### src/rtl/ext_unit.sv
// Immediate extender for the MIPS datapath: 16-bit immediate to 32-bit operand,
// selected by EOp, registered with a one-cycle latency and a valid flag.
module ext_unit #(
    parameter int unsigned IMM_W = 16,
    parameter int unsigned OUT_W = 32
) (
    input  logic                 clk,
    input  logic                 reset,
    input  logic [IMM_W-1:0]     imm,
    input  logic [1:0]           EOp,
    input  logic                 in_valid,
    output logic [OUT_W-1:0]     ext,
    output logic                 out_valid
);

    localparam int unsigned HI_W  = OUT_W - IMM_W;
    localparam int unsigned BR_SH = 2;
    localparam int unsigned BR_W  = OUT_W - IMM_W - BR_SH;

    typedef enum logic [1:0] {
        EOP_SEXT = 2'b00,
        EOP_ZEXT = 2'b01,
        EOP_LUI  = 2'b10,
        EOP_BOFF = 2'b11
    } eop_e;

    logic [OUT_W-1:0] ext_c;
    logic             sign_c;

    // Combinational extension core
    always_comb begin
        ext_c  = '0;
        sign_c = imm[IMM_W-1];
        unique case (eop_e'(EOp))
            EOP_SEXT: ext_c = {{HI_W{sign_c}}, imm};
            EOP_ZEXT: ext_c = {{HI_W{1'b0}}, imm};
            EOP_LUI:  ext_c = {imm, {HI_W{1'b0}}};
            EOP_BOFF: ext_c = {{BR_W{sign_c}}, imm, {BR_SH{1'b0}}};
            default:  ext_c = '0;
        endcase
    end

    // Output register; ext holds its value across idle cycles
    always_ff @(posedge clk) begin
        if (reset) begin
            ext       <= '0;
            out_valid <= 1'b0;
        end else begin
            out_valid <= in_valid;
            if (in_valid) begin
                ext <= ext_c;
            end
        end
    end

endmodule

### config.mk
export PLATFORM = sky130hd
export DESIGN_NAME = ext_unit
export DESIGN_NICKNAME = d
export VERILOG_FILES = /design/src/rtl/ext_unit.sv
export SDC_FILE = /design/constraint.sdc
export NUM_CORES = 1
export LEC_CHECK = 0
export BUFFER_PORTS_ARGS = -buffer_cell sky130_fd_sc_hd__buf_2
export CAP_MARGIN = 15
export CELL_PAD_IN_SITES_DETAIL_PLACEMENT = 0
export CELL_PAD_IN_SITES_GLOBAL_PLACEMENT = 2
export CORE_ASPECT_RATIO = 0.75
export CORE_MARGIN = 10
export CORE_UTILIZATION = 27
export CTS_BUF_LIST = sky130_fd_sc_hd__clkbuf_2
export DETAILED_ROUTE_END_ITERATION = 8
export PLACE_DENSITY_LB_ADDON = 0.1
export SLEW_MARGIN = 10
export SYNTH_ARGS = -nofsm -noshare
export SYNTH_HDL_FRONTEND = slang
export SYNTH_SLANG_ARGS = --single-unit
### constraint.sdc
create_clock -name clk -period 1.4 [get_ports clk]
set_clock_uncertainty 0.2 [all_clocks]
set_input_delay 0.14 -clock clk [delete_from_list [all_inputs] [get_ports clk]]
set_output_delay 0.14 -clock clk [all_outputs]
set_load 0.05 [all_outputs]
Word-level counts from Yosys, hierarchy flattened
Index checks and enable logic that the tools add are counted.
{"block": "word_totals", "n_memories": 0, "elab_cells": 7, "mem_bits_ro": 0, "out_inout_bits": 33, "regBits": 33, "latch_bits": 0, "ram_bits": 0}
{"block": "op_classes", "n_div": 0, "reduce_logical": 1, "bitwise_logic": 0, "n_eq_ne": 3, "n_addsub": 0, "muxes": 1, "n_mul": 0, "shifts": 0, "n_lt_le_gt_ge": 0}
{"cell": "$pmux W32 S4", "n": 1}
{"cell": "$eq A2 B2 Y1 const B", "n": 2}
{"cell": "$eq A2 B1 Y1 const B", "n": 1}
{"cell": "$logic_not A2 Y1", "n": 1}

Longest topological paths before layout
Gate-level depths: netlist of run 1.
{"block": "logic_depth", "word_depth": 2, "depth_mapped": 5, "mapped_depth_nobuf": 3}

Worst setup path before layout of run 1
Ideal clock, no wire load.
{"block": "synth_timing", "path_kind": "register -> register", "from": "reg ext[4] (netlist name)", "to": "reg ext[4]", "arrival_ps": 937, "setup_time_ps": 74, "path_stages_with_launch": 4, "slack_ps": 189, "n_path_buf": 0, "synth_period_minus_slack_ps": 1211, "cell_sequence": "dfxtp_1 nor2b_1 a21oi_1 o21ai_0"}
{"item": "to (signal assigned)", "line": "51", "source": "ext <= ext_c;"}
{"item": "to (decl)", "line": "12", "source": "output logic [OUT_W-1:0] ext,"}

Worst setup path in the final report of run 1
{"block": "layout_timing", "from": "in EOp[1]", "to": "reg ext[16]"}
{"block": "layout_between", "elab_chain_cells": 2, "word_cells_on_any_way": 5}
{"item": "from (decl)", "line": "10", "source": "input logic [1:0] EOp,"}
{"item": "$eq A2 B2 Y1, or another cell as far along", "line": "34", "source": "unique case (eop_e'(EOp))"}
{"item": "$pmux W32 S4 *", "line": "34"}
Mark *: on every way between the ends. The rest lies on a longest branch, timed or not.
A chain may end at the register's enable or synchronous reset.

==> results of run 1 <==
## per-layer routing
metal / share of wire / vias up / track usage
li1: - / 699 / -
met1: 0.46 / 650 / 0.1401
met2: 0.47 / 35 / 0.1822
met3: 0.065 / 6 / 0.04279
met4: 0.012 / 0 / 0.03933
met5: 0 / - / 0
## stage by stage
stage          instance area (um2)  hold WS, ns
2_1_floorplan                 1358      0.01161
3_3_place_gp                  1667       0.1793
3_5_place_dp                  1667       0.1974
4_1_cts                       1891      0.01325
5_1_grt                       1934      0.04750
6_report                      1934      0.05020
## layout by cell type, fill, tap and decap left out, drive strengths merged, types with 13 or more instances in the layout
master,synthesis,final
o21ai,13,13
nor2b,17,17
buf,8,45
dlygate4sd3,0,19
a211oi,14,14
dfxtp,33,33
nor2,18,18
clkbuf,4,19
a21oi,16,16
nand2,28,28
## cells by family (layout without fill, tap and decap cells)
group,Yosys count,after routing
flops,33,33
xor+xnor,1,1
simple gates,71,71
compound gates,47,47
buf+inv,12,84
## critical path, stage by stage
cell	delay, ns
buf_2	0.14
dlygate4sd3_1	0.60
nand2b_1	0.18
a21o_1	0.18
a311oi_2	0.22
## what timing repair did
action / 4_1_cts / 5_1_grt
endpoints found under the setup margin: 0 / 16
buffers inserted: 0 / 0
resized for setup: 0 / 18
hold buffers: 19 / 0
hold endpoints to repair: 32 / 0
## report_power, final
part / switching [W] / internal [W] / total, W
combinational: 0.000374 / 0.000178 / 0.000552
clock: 0.000305 / 0.000117 / 0.000421
sequential: 0.0000286 / 0.00100 / 0.00103
total: 0.000708 / 0.00129 / 0.00200
## registers in the layout, summed over array words and instances, names as in the netlist
signal,flops
ext,32
out_valid,1
## final timing paths
kind	from	to	slack, ns
max	EOp[1]	ext[16]	0.04
min	EOp[1]	ext[31]	0.05
max reg2reg	ext[6]	ext[6]	0.40
min reg2reg	ext[31]	ext[31]	0.28
## area by class of cell
cell class	count	share of cell area
Sequential cell	33	0.3415
Multi-Input combinational cell	119	0.3279
Clock buffer	6	0.01552
Clock inverter	1	0.001940
Tap cell	60	0.03881
Timing Repair Buffer	77	0.2743
==> flow_metrics.env, run 1 <==
export IMPL_irDropWorstVdd_mv=0.4406
export IMPL_rsz0062_at_grt="no"
export IMPL_start_util=0.2786
export IMPL_yosys_area_top_type="dfxtp_1"
export IMPL_synth_top_family_by_area="simple AND/OR/NAND/NOR gates"
export IMPL_die_h_um=81.41
export IMPL_synth_edf_count=0
export IMPL_core_area_mm2=0.004872
export IMPL_yosys_area_top_type_share=0.4866
export IMPL_synth_async_reset_ratio=0
export IMPL_grt_ovfl_total=0
export IMPL_synth_xor_area_share=0.006452
export IMPL_synthMuxAreaShare=0
export IMPL_cts_sink_count=33
export IMPL_cts_max_level=2
export IMPL_synth_fa_ha_area_frac=0
export IMPL_seqCellArea_um2=660.6
export IMPL_synthToLayoutAreaGrowth_pct=42.49
export IMPL_required_ns=1.49
export IMPL_antenna_left=0
export IMPL_p_leak_nw=0.8283
export IMPL_portBuffers=53
export IMPL_cellPowerDensity_mw_per_mm2=1035
export IMPL_firstDrtPassIters=4
export IMPL_track_usage=0.1143
export IMPL_routedWlPerCell_um=15.35
export IMPL_hold_viol_final=0
export IMPL_path_max_fanout=7
export IMPL_stdcell_count=296
export IMPL_cts_reportedPaths_clkPinSlew_ns=0.16
export IMPL_dieArea_mm2=0.008294
export IMPL_gp_congestion=0.7363
export IMPL_synthTopCellsByCount="33 x dfxtp_1, 28 x nand2_1, 18 x nor2_1"
export IMPL_ys_seq_area_frac=0.4866
export IMPL_critPathCaptureType="flop"
export IMPL_worstPathArrival_ns=1.45
export IMPL_grt_pass1_vias=1491
export IMPL_routed_via_density=4.696
export IMPL_multi_input_area_um2=634.4
export IMPL_slew_viol_final=0
export IMPL_die_w_um=101.9
export IMPL_antennaDiodeCount=0
export IMPL_clock_fmax_mhz=733.0
export IMPL_io_pins=54
export IMPL_worstHoldPathCells=4
export IMPL_worstMarginPinSlew_ns=0.6520
export IMPL_ys_ff_latch=33
export IMPL_route_detailed_drc=0
export IMPL_final_util=0.3970
export IMPL_fin_crit_sh=0.9744
export IMPL_cts_tree="built"
export IMPL_critPathLaunchType="input port"
export IMPL_cts_buffers_inserted=5
export IMPL_fin_tns_setup_ns=0
export IMPL_synth_nets=185
export IMPL_fin_ws_ns=0.03579
export IMPL_vias=1390
export IMPL_ys_flop_type="dfxtp_1"
export IMPL_grt_max_degree=34
export IMPL_drive_above_1_share=0.2839
export IMPL_drt_wl_total_um=4545
export IMPL_final_setup_viol_count=0
export IMPL_antenna_found_initial=0
export IMPL_status="completed"
export IMPL_place_inst=270
export IMPL_worstRegToRegCells=3
export IMPL_pre_cts_ws_ns=-0.08215
export IMPL_path_class="in -> reg"
export IMPL_finalPower_w=0.002002
export IMPL_synth_compound_area_frac=0.2111
export IMPL_fin_nets=257
export IMPL_drv_cap=0
export IMPL_grt_first_pass_wirelength_um=7458
export IMPL_postSynthAreaPerCell_um2=8.278
export IMPL_syn_area_mm2=0.001358
export IMPL_num_fill_cells=526
export IMPL_hold_path_class="in -> reg"
export IMPL_finalCriticalPeriod_ns=1.364
export IMPL_clock_path_buffers=2
export IMPL_synth_cell_types=21
export IMPL_rows=22
export IMPL_drt_initial_drc_count=68
export IMPL_worstSkewPairLatency_ns=0.34
export IMPL_maxSlewHeadroom=0.5634
export IMPL_root_buffer="clkbuf_2"
export IMPL_synth_most_common_cell="dfxtp_1"
export IMPL_dpl_hpwl_um=3302
export IMPL_syn_inst=164
export IMPL_synth_area_leaders="dfxtp_1 49%, a211oi_1 7.7%, nand2_1 7.7%"
export IMPL_yosys_area_share_simple=0.2452
export IMPL_synth_warning_count=0
(Power assumes the default switching activity.)
==> run 2, diff against run 1 <==
Settings changed: PLACE_DENSITY set to 0.85, PLACE_DENSITY_LB_ADDON 0.1 to not set.
==> flow_metrics.env, run 2 (synthesized netlist as in run 1, its figures left out) <==
export IMPL_critPathLaunchType="input port"
export IMPL_p_sw_w=0.0007198
export IMPL_dieArea_mm2=0.008294
export IMPL_track_usage=0.1087
export IMPL_cts_max_level=2
export IMPL_worstMarginPinSlew_ns=0.6225
export IMPL_power_frac_clock=0.213
export IMPL_max_stage_delay_ns=0.62
export IMPL_internal_power_w=0.001315
export IMPL_cts_sink_count=33
export IMPL_p_leak_nw=0.8336
export IMPL_path_max_fanout=6
export IMPL_cellPowerDensity_mw_per_mm2=1020
export IMPL_final_common_cell="dfxtp_1"
export IMPL_drv_cap=0
export IMPL_io_pins=54
export IMPL_worstPathArrival_ns=1.46
export IMPL_firstDrtPassIters=4
export IMPL_hold_path_class="in -> reg"
export IMPL_path_class="in -> reg"
export IMPL_synthToLayoutAreaGrowth_pct=47.00
export IMPL_portBuffers=53
export IMPL_routed_via_density=4.537
export IMPL_root_buffer="clkbuf_2"
export IMPL_reg_top3="ext (32), out_valid (1)"
export IMPL_final_util=0.4096
export IMPL_final_cell_mix="33 x dfxtp_1, 28 x nand2_1, 24 x buf_2, 23 x clkbuf_4, 19 x dlygate4sd3_1"
export IMPL_status="completed"
export IMPL_die_w_um=101.9
export IMPL_grt_first_pass_wirelength_um=6941
export IMPL_slew_viol_final=0
export IMPL_clock_fmax_mhz=735.4
export IMPL_startpoint="EOp[1]"
export IMPL_finalPower_w=0.002035
export IMPL_vias=1343
export IMPL_fin_tns_setup_ns=0
export IMPL_pwr_share_comb=0.281
export IMPL_grt_ovfl_total=0
export IMPL_ff2ff_setup_slack_ns=0.41
export IMPL_top_register="ext"
export IMPL_cts_reportedPaths_clkPinSlew_ns=0.18
export IMPL_cts_setup_buffers=0
export IMPL_fin_ws_ns=0.04017
export IMPL_gp_congestion=0.7705
export IMPL_cp_top_family="buffers and inverters"
export IMPL_core_area_mm2=0.004872
export IMPL_cts_buffers_inserted=5
export IMPL_timing_rr_start="ext[3]"
export IMPL_hold_path_startpoint="in_valid"
export IMPL_antenna_found_initial=0
export IMPL_pre_cts_ws_ns=-0.07518
export IMPL_rows=22
export IMPL_holdWs_ns=0.02563
export IMPL_worstPathCellList="buf_2 -> dlygate4sd3_1 -> nand2b_1 -> a21o_1 -> a311oi_1"
export IMPL_routedWlPerCell_um=15.11
export IMPL_clock_path_buffers=2
export IMPL_cp_num_buf_inv=2
export IMPL_worst_path_max_delay_cell="dlygate4sd3_1"
export IMPL_worstRegToRegCells=3
export IMPL_worstSkewPairLatency_ns=0.36
export IMPL_dpl_hpwl_um=3111
export IMPL_switching_share=0.3538
export IMPL_start_util=0.2786
export IMPL_drive_above_1_share=0.2797
export IMPL_irDropWorstVdd_mv=0.4094
export IMPL_grt_pass1_vias=1318
export IMPL_num_fill_cells=514
export IMPL_antenna_left=0
export IMPL_die_h_um=81.41
export IMPL_critPathCaptureType="flop"
export IMPL_required_ns=1.50
export IMPL_hold_viol_final=0
export IMPL_cp_depth=5
export IMPL_seq_power_share=0.506
export IMPL_drt_wl_total_um=4474
export IMPL_finalCriticalPeriod_ns=1.360
export IMPL_cts_tree="built"
export IMPL_largest_reg_flops=32
export IMPL_worstHoldPathCells=4
export IMPL_rsz0062_at_grt="no"
export IMPL_maxSlewHeadroom=0.5826
export IMPL_fin_crit_sh=0.9713
export IMPL_route_detailed_drc=0
export IMPL_grt_max_degree=34
export IMPL_final_setup_viol_count=0
export IMPL_antennaDiodeCount=0
export IMPL_fin_nets=257
export IMPL_drt_initial_drc_count=69
run 2: cell types whose count changed in the layout (fill, tap and decap cells not counted):
cell      before  now
a311oi_2       1    0
buf_2         38   24
buf_6          0    2
clkbuf_4      13   23
a311oi_1       1    2
buf_12         0    2
run 2: routing by layer:
| metal | wire length, um | global-route usage |
|---|---|---|
| met2 | 1943 | 0.1623 |
| met1 | 2162 | 0.1362 |
| met4 | 65 | 0.04635 |
| met3 | 302 | 0.04446 |
| met5 | 0 | 0 |
run 2: cell type report:
class / count / area (um2) / share of cell area
multi-input combinational: 119 / 628.1 / 0.3147
sequential: 33 / 660.6 / 0.3310
clock inverter: 1 / 3.754 / 0.001881
tap: 60 / 75.07 / 0.03762
timing repair buffer: 77 / 598.1 / 0.2997
clock buffer: 6 / 30.03 / 0.01505
run 2: final timing paths:
kind              endpoint
setup / recovery   ext[16]
setup reg to reg    ext[3]
hold reg to reg    ext[31]
hold / removal     ext[22]
run 2: worst min-delay path, delay by kind of cell:
kind	cells	cell delay, ns
AO/OA/AOI/OAI	1	0.05
buffers and inverters	2	0.29
AND/OR/NAND/NOR	1	0.10
run 2: through the flow:
stage,cell area (um2),instances
finish,1996,296
global route,1996,296
CTS,1916,296
detailed placement,1692,270
global placement,1692,270
floorplan,1358,164
run 2: power by group through the flow:
| stage | clock (W) | combinational, W | sequential, W |
|---|---|---|---|
| CTS | 0.000453 | 0.000551 | 0.00103 |
| finish | 0.000433 | 0.000572 | 0.00103 |
| global placement | 0 | 0.000506 | 0.00105 |
| floorplan | 0 | 0.000143 | 0.00126 |
| global route | 0.000512 | 0.000612 | 0.00104 |
| detailed placement | 0 | 0.000509 | 0.00105 |
run 2: timing repair:
item	CTS	global route
hold endpoints to repair	32	0
hold buffers	19	0
endpoints found under the setup margin	0	29
gates resized for setup	0	37
==> run 3, diff against run 2 <==
Settings changed: BUFFER_PORTS_ARGS -buffer_cell sky130_fd_sc_hd__buf_2 to -buffer_cell sky130_fd_sc_hd__clkbuf_2, GPL_TIMING_DRIVEN set to 0.
==> flow_metrics.env, run 3 (synthesized netlist as in run 1, its figures left out) <==
export IMPL_slew_viol_final=0
export IMPL_fin_crit_sh=0.9723
export IMPL_drt_met1_wl_um=2346
export IMPL_rsz0062_at_grt="no"
export IMPL_final_util=0.4083
export IMPL_antennaDiodeCount=0
export IMPL_portBuffers=52
export IMPL_ff2ff_setup_slack_ns=0.42
export IMPL_fin_tns_setup_ns=0
export IMPL_cp_num_buf_inv=1
export IMPL_drt_initial_drc_count=56
export IMPL_cts_tree="built"
export IMPL_clock_path_buffers=2
export IMPL_cts_buffers_inserted=5
export IMPL_path_max_fanout=2
export IMPL_fin_nets=265
export IMPL_die_w_um=101.9
export IMPL_grt_pass1_vias=1432
export IMPL_pre_cts_ws_ns=-0.08525
export IMPL_multi_input_area_um2=628.1
export IMPL_core_area_mm2=0.004872
export IMPL_rows=22
export IMPL_required_ns=1.06
export IMPL_routedWlPerCell_um=15.07
export IMPL_largest_reg_flops=32
export IMPL_p_leak_nw=0.8551
export IMPL_route_detailed_drc=0
export IMPL_hold_viol_final=1
export IMPL_io_pins=54
export IMPL_firstDrtPassIters=4
export IMPL_grt_ovfl_total=0
export IMPL_finalPower_w=0.002039
export IMPL_final_setup_viol_count=0
export IMPL_final_cell_mix="33 x dfxtp_1, 30 x clkbuf_2, 28 x nand2_1, 21 x dlygate4sd3_1, 18 x nor2_1"
export IMPL_track_usage=0.1148
export IMPL_path_class="reg -> out"
export IMPL_cp_top_family="flip-flops"
export IMPL_top_layer="met4"
export IMPL_gp_congestion=0.7457
export IMPL_worstMarginPinSlew_ns=0.4904
export IMPL_num_fill_cells=515
export IMPL_worstSkewPairLatency_ns=0.37
export IMPL_route_met3_wl_um=338
export IMPL_antenna_left=0
export IMPL_cts_sink_count=33
export IMPL_critPathCaptureType="output pin"
export IMPL_fin_ws_ns=0.03883
export IMPL_drv_cap=0
export IMPL_cts_reportedPaths_clkPinSlew_ns=0.18
export IMPL_drt_wl_total_um=4580
export IMPL_wl_met2_um=1837
export IMPL_maxSlewHeadroom=0.6730
export IMPL_antenna_found_initial=0
export IMPL_cellPowerDensity_mw_per_mm2=1025
export IMPL_irDropWorstVdd_mv=0.4140
export IMPL_dieArea_mm2=0.008294
export IMPL_worstPathArrival_ns=1.02
export IMPL_finalCriticalPeriod_ns=1.361
export IMPL_cts_setup_buffers=0
export IMPL_final_common_cell="dfxtp_1"
export IMPL_root_buffer="clkbuf_2"
export IMPL_synthToLayoutAreaGrowth_pct=46.54
export IMPL_seqCellArea_um2=660.6
export IMPL_start_util=0.2786
export IMPL_clock_fmax_mhz=734.7
export IMPL_routed_via_density=4.523
export IMPL_dpl_hpwl_um=3393
export IMPL_cts_max_level=2
export IMPL_holdWs_ns=-0.03110
export IMPL_die_h_um=81.41
export IMPL_status="complete, but fails checks"
export IMPL_critPathLaunchType="flop"
export IMPL_drive_above_1_share=0.2828
export IMPL_violations="negative hold slack"
export IMPL_worst_path_max_delay_cell="dfxtp_1"
export IMPL_hold_path_class="in -> reg"
export IMPL_max_stage_delay_ns=0.36
export IMPL_vias=1375
export IMPL_grt_first_pass_wirelength_um=7355
export IMPL_reg_top3="ext (32), out_valid (1)"
export IMPL_grt_max_degree=11
export IMPL_top_register="ext"
export IMPL_worstPathCellList="clkbuf_2"
==> run 3: cell count changes in the layout (fill, tap and decap cells not counted) <==
cell and change:
buf_2 -13, clkbuf_4 -8, buf_4 +4, buf_6 -2
clkbuf_1 +3, buf_12 -2, clkbuf_2 +24, dlygate4sd3_1 +2
==> run 3: path summary, 6_finish.rpt <==
path | startpoint | endpoint | cells past startpoint
hold / removal | EOp[1] | ext[15] | 3
setup reg to reg | ext[4] | ext[4] | 3
setup / recovery | ext[5] | ext[5] | 1
hold reg to reg | ext[31] | ext[31] | 2
==> run 3: stage by stage <==
step / cell area, um2 / instances
2_1_floorplan: 1358 / 164
3_3_place_gp: 1693 / 276
3_5_place_dp: 1693 / 276
4_1_cts: 1937 / 303
5_1_grt: 1989 / 304
6_report: 1989 / 304
==> run 3: routing by layer <==
metal | vias to the layer above | track usage
met5 | - | 0
met4 | 0 | 0.03792
met3 | 7 | 0.04866
met2 | 35 | 0.1732
met1 | 615 | 0.1452
li1 | 718 | -
==> run 3: cell type report <==
class,count,area share
multi-input cells,119,0.3157
well taps,60,0.03774
clock inverters,1,0.001887
plain buffers,12,0.03459
repair buffers,73,0.2629
flip-flops and latches,33,0.3321
clock buffers,6,0.01509
==> run 3: power by group <==
group | leakage, nW | internal (W) | switching [W] | total (W)
combinational | 0.556 | 0.000191 | 0.000378 | 0.000569
clock | 0.0265 | 0.000116 | 0.000325 | 0.000441
sequential | 0.272 | 0.00100 | 0.0000285 | 0.00103
total | 0.855 | 0.00131 | 0.000731 | 0.00204
==> run 3: what timing repair did <==
item / 4_1_cts / 5_1_grt
hold buffers: 20 / 2
gates resized for setup: 4 / 48
endpoints found under the hold margin: 33 / 2
endpoints found under the setup margin: 4 / 29
